## config.mk

```make
export PLATFORM = sky130hd
export DESIGN_NAME = denormalizer_flat
export DESIGN_NICKNAME = d
export VERILOG_FILES = /design/src/rtl/denormalizer_if.sv /design/src/rtl/denormalizer.sv /design/src/flat_wrapper.sv
export SDC_FILE = /design/constraint.sdc
export NUM_CORES = 1
export LEC_CHECK = 0
export BUFFER_PORTS_ARGS = -buffer_cell sky130_fd_sc_hd__buf_4
export CORE_UTILIZATION = 58
export CTS_CLUSTER_DIAMETER = 100
export CTS_CLUSTER_SIZE = 10
export DETAILED_ROUTE_END_ITERATION = 12
export GPL_TIMING_DRIVEN = 0
export PLACE_DENSITY = 0.85
export SKIP_LAST_GASP = 1
export SYNTH_ARGS = -nofsm -noshare
export SYNTH_HDL_FRONTEND = slang
export SYNTH_SLANG_ARGS = --single-unit
```

## constraint.sdc

```tcl
create_clock -name clk -period 3.3 [get_ports clk]
set_clock_uncertainty 0.05 [all_clocks]
set_input_delay 0.66 -clock clk [delete_from_list [all_inputs] [get_ports clk]]
set_output_delay 0.66 -clock clk [all_outputs]
set_load 0.02 [all_outputs]
```

## src/rtl/denormalizer_if.sv

```systemverilog
// denormalizer_if: start/busy/done request bus between a requester and the denormalizer
//   master: drives start, in_mant, in_exp; receives out_val, busy, done, err
//   slave : the denormalizer side
interface denormalizer_if #(parameter int n = 8);
  logic         start;
  logic [n-1:0] in_mant;
  logic [n-1:0] in_exp;
  logic [n-1:0] out_val;
  logic         busy;
  logic         done;
  logic         err;
  modport master (output start, in_mant, in_exp, input out_val, busy, done, err);
  modport slave  (input start, in_mant, in_exp, output out_val, busy, done, err);
endinterface

```

## src/rtl/denormalizer.sv

```systemverilog
// denormalizer: right-shifts a left-justified mantissa by -exp places, one bit per clock
//   clk, rst : clock and asynchronous active-high reset
//   bus      : slave side of denormalizer_if
//              start/in_mant/in_exp in; out_val/busy/done/err out (all registered)
//   Build option DENORM_ROUND_EN: round half up on the last shifted-out bit;
//   without it the result is truncated and no guard bit is kept.
module denormalizer #(parameter int n = 8) (
  input logic          clk,
  input logic          rst,
  denormalizer_if.slave bus
);
  typedef enum logic [1:0] {IDLE, SHIFT, DONE} state_t;
  localparam logic [n-1:0] max_cnt = n'(n);
  state_t       state_q, state_d;
  logic [n-1:0] sh_q, sh_d;
  logic [n-1:0] cnt_q, cnt_d;
  logic [n-1:0] out_q, out_d;
  logic         busy_q, busy_d;
  logic         done_q, done_d;
  logic         err_q, err_d;
  logic [n-1:0] neg;
  logic         pos;
`ifdef DENORM_ROUND_EN
  logic         guard_q, guard_d;
`endif
  assign neg = -bus.in_exp;
  assign pos = ~bus.in_exp[n-1] & (|bus.in_exp);
  always_comb begin
    state_d = state_q;
    sh_d    = sh_q;
    cnt_d   = cnt_q;
    out_d   = out_q;
    busy_d  = busy_q;
    done_d  = 1'b0;
    err_d   = err_q;
`ifdef DENORM_ROUND_EN
    guard_d = guard_q;
`endif
    case (state_q)
      IDLE: if (bus.start) begin
        // a positive exponent cannot be denormalized: report it and saturate
        sh_d    = pos ? '1 : bus.in_mant;
        cnt_d   = pos ? '0 : (neg > max_cnt ? max_cnt : neg);
        err_d   = pos;
        busy_d  = 1'b1;
        state_d = SHIFT;
`ifdef DENORM_ROUND_EN
        guard_d = 1'b0;
`endif
      end
      SHIFT: if (cnt_q != '0) begin
        sh_d    = sh_q >> 1;
        cnt_d   = cnt_q - 1'b1;
`ifdef DENORM_ROUND_EN
        guard_d = sh_q[0];
`endif
      end else begin
`ifdef DENORM_ROUND_EN
        // after any shift the MSB is clear, so adding the guard cannot overflow
        out_d   = sh_q + {{(n-1){1'b0}}, guard_q};
`else
        out_d   = sh_q;
`endif
        done_d  = 1'b1;
        state_d = DONE;
      end
      default: begin
        busy_d  = 1'b0;
        state_d = IDLE;
      end
    endcase
  end
  always_ff @(posedge clk or posedge rst) begin
    if (rst) begin
      state_q <= IDLE;
      sh_q    <= '0;
      cnt_q   <= '0;
      out_q   <= '0;
      busy_q  <= 1'b0;
      done_q  <= 1'b0;
      err_q   <= 1'b0;
    end else begin
      state_q <= state_d;
      sh_q    <= sh_d;
      cnt_q   <= cnt_d;
      out_q   <= out_d;
      busy_q  <= busy_d;
      done_q  <= done_d;
      err_q   <= err_d;
    end
  end
`ifdef DENORM_ROUND_EN
  always_ff @(posedge clk or posedge rst) begin
    if (rst) guard_q <= 1'b0;
    else     guard_q <= guard_d;
  end
`endif
  assign bus.out_val = out_q;
  assign bus.busy    = busy_q;
  assign bus.done    = done_q;
  assign bus.err     = err_q;
endmodule

```

## src/flat_wrapper.sv

```systemverilog
// flat-port wrapper written by rule: the top's interface ports become plain ports
module denormalizer_flat 
#(parameter int n = 8)
  (clk, rst, bus_start, bus_in_mant, bus_in_exp, bus_out_val, bus_busy, bus_done, bus_err);
  denormalizer_if #(.n(n)) bus_i ();
  input logic clk;
  input logic rst;
  input wire logic [$bits(bus_i.start)-1:0] bus_start;
  input wire logic [$bits(bus_i.in_mant)-1:0] bus_in_mant;
  input wire logic [$bits(bus_i.in_exp)-1:0] bus_in_exp;
  output wire logic [$bits(bus_i.out_val)-1:0] bus_out_val;
  output wire logic [$bits(bus_i.busy)-1:0] bus_busy;
  output wire logic [$bits(bus_i.done)-1:0] bus_done;
  output wire logic [$bits(bus_i.err)-1:0] bus_err;
  assign bus_i.start = bus_start;
  assign bus_i.in_mant = bus_in_mant;
  assign bus_i.in_exp = bus_in_exp;
  assign bus_out_val = bus_i.out_val;
  assign bus_busy = bus_i.busy;
  assign bus_done = bus_i.done;
  assign bus_err = bus_i.err;
  denormalizer #(.n(n)) u_core (.clk(clk), .rst(rst), .bus(bus_i));
endmodule
```

==> flow_metrics.tcl <==
set metrics [dict create \
    status "complete, but fails checks" \
    violations "design-rule violations" \
    critPathKind "in2reg" \
    core_sq_um 2450 \
    worst_r2r_path_depth 9 \
    grt_start_max_net_pins 30 \
    drv_slew 0 \
    post-route-util 0.734 \
    synth_sequential_area_ratio 0.487 \
    port_buffers 29 \
    drc 2 \
    syn_area_per_cell_sq_um 8.98 \
    placed_cells 225 \
    die_area_sq_um 2780 \
    setup_viol 0 \
    synth_nets 189 \
    dr.pass1.iters 8 \
    synthCells 166 \
    drtIter0Drc 45 \
    clock_path_buffers 2 \
    timing.max_slew.rel_slack 0.290 \
    whs_endpoint "u_core.bus.out_val[0]$_DFFE_PP0P_" \
    fillers 191 \
    postCtsSetupRepairBufs 0 \
    cap_violations 0 \
    n_antenna_cell 0 \
    clk_latency_ps 330 \
    place_area_sq_um 1750 \
    drive_gt1_frac 0.218 \
    dr_total_vias 1316 \
    synth_area_sq_um 1490 \
    hold_path_depth 2 \
    ys_warn_count 0 \
    finalWeightedCongestion 0.841 \
    finalInstanceArea_sq_um 1800 \
    hold_viol_final 0 \
    cts-root-buf "clkbuf_4" \
    dieWidth_um 52.7 \
    vias_per_cell 5.67 \
    numCtsBuffers 5 \
    rrSetupSlack_ps 1280 \
    setup_slack_ps 1040 \
    nets 225 \
    power_uw 797 \
    dp_hpwl_mm 2.30 \
    routed_wl_mm 3.01 \
    rr_startpoint "u_core.cnt_q[0]$_DFFE_PP0P_" \
    fin_crit_ps 2260 \
    cts_hold_buf 0 \
    ys_ff_latch 29 \
    fp-row-count 18 \
    antenna_found_initial 0 \
    timing.final.crit_share 0.686 \
    r2r-end "u_core.cnt_q[0]$_DFFE_PP0P_" \
    crit_arrival_ps 2430 \
    hp-start "u_core.sh_q[0]$_DFFE_PP0P_" \
    crit_fanout 9 \
    max_freq_mhz 442 \
    chipHeight_um 52.7 \
    p_leak_nw 0.886 \
    grt_pass1_wl_mm 5.16 \
    wire_per_inst_um 13.0 \
    post_layout_nonfiller_instances 232 \
    holdWs_ps 427 \
    cts_tree "built" \
    overflow 0 \
    power_density_nw_per_um2 443 \
    cp-end-kind "flop" \
    start_util 0.608 \
    worst_pin_slew_ps 1060 \
    grt_pass1_vias 1196 \
    hp-class "reg2reg" \
    path_clk_slew_ps 80 \
    ctsHtreeMaxLevel 2 \
    cts_resized 0 \
    io_pins 30 \
    synth-edff-count 0 \
    ys.flop_type "dfrtp_1" \
    async_flop_share 1.00 \
    area_delta_synth_final_pct 20.8 \
    dpl_worst_slack_ps 697 \
    ir_worst_vdd_mv 0.342 \
    crit_path_start_kind "input port" \
    grt_usage 0.267 \
    cts_sinks 29 \
    required_ps 3470 \
    ant_nets 0 \
    grt_setup_unrepaired "false" \
    yosysUniqueCellTypes 38 \
    setup_tns_ps 0 \
]
worst max-delay path by stage:
stage / startpoint / endpoint / cells after the start
after floorplan: bus_in_exp[0] / u_core.cnt_q[0]$_DFFE_PP0P_ / 7
after global placement: bus_in_exp[0] / u_core.cnt_q[2]$_DFFE_PP0P_ / 8
after detailed placement: bus_in_exp[0] / u_core.cnt_q[2]$_DFFE_PP0P_ / 8
after CTS: bus_in_exp[0] / u_core.cnt_q[2]$_DFFE_PP0P_ / 8
after global routing: bus_in_exp[0] / u_core.cnt_q[2]$_DFFE_PP0P_ / 8
final: bus_in_exp[0] / u_core.cnt_q[2]$_DFFE_PP0P_ / 8
cells in the mapped netlist (all sizes together), types with 2 or more instances:
cell     number  area share
nand2        42        0.11
dfrtp        29        0.49
o21ai        12       0.040
nor2         10       0.025
inv           9       0.023
nor3          7       0.023
o22ai         7       0.029
a31o          4       0.023
ha            4       0.034
xnor2         4       0.023
a21oi         3       0.010
buf           3       0.010
nor2b         3       0.013
a2111oi       2       0.013
and2          2      0.0084
clkbuf        2      0.0050
mux2i         2       0.013
nand2b        2      0.0084
nand3         2      0.0067
o211ai        2       0.010
routing by layer:
layer | up-vias | share of wire | track usage
li1 | 645 | - | -
met1 | 620 | 0.42 | 0.311
met2 | 47 | 0.51 | 0.441
met3 | 4 | 0.060 | 0.0899
met4 | 0 | 0.010 | 0.114
met5 | - | 0 | 0
power breakdown:
part           total (mW)  leakage, nW  switching (mW)  internal [mW]
Sequential          0.434        0.375          0.0414          0.392
Clock               0.215       0.0314           0.114          0.100
Combinational       0.149        0.480          0.0721         0.0770
cell families after synthesis:
logic type,count (synthesis),synth area share
xor gates and xnor gates,5,0.0294
DFF,29,0.487
and+or+nand+nor,78,0.247
adders and majority gates,4,0.0336
buffers and inverters,14,0.0377
muxes,2,0.0134
AOI/OAI and AO/OA,34,0.153
flip-flops by register name, summed over array words and instances (netlist names):
register / flops
u_core.cnt_q: 8
u_core.state_q: 2
u_core.bus.err: 1
u_core.bus.out_val: 8
u_core.bus.busy: 1
u_core.bus.done: 1
u_core.sh_q: 8
final cells by class:
class,instances,area [sq um],area share
sequential,29,726,0.403
clock buffer,7,55.1,0.0306
multi-input combinational,123,709,0.394
inverter,9,33.8,0.0187
timing repair buffer,29,218,0.121
buffer,5,22.5,0.0125
tap,30,37.5,0.0208
layout by cell type, fill, tap and decap left out, drive strengths merged, types with 4 or more instances in the layout:
master	n
a31o	4
buf	32
clkbuf	9
dfrtp	29
ha	4
inv	9
nand2	42
nor2	10
nor3	7
o21ai	12
o22ai	7
xnor2	4
worst max-delay path, stage by stage:
cell and delay [ps]:
buf_4 120, inv_1 60, ha_1 280, a31oi_1 290, or2_1 150, clkbuf_1 310, and4b_4 270, a221o_1 280
(Power assumes the default switching activity.)
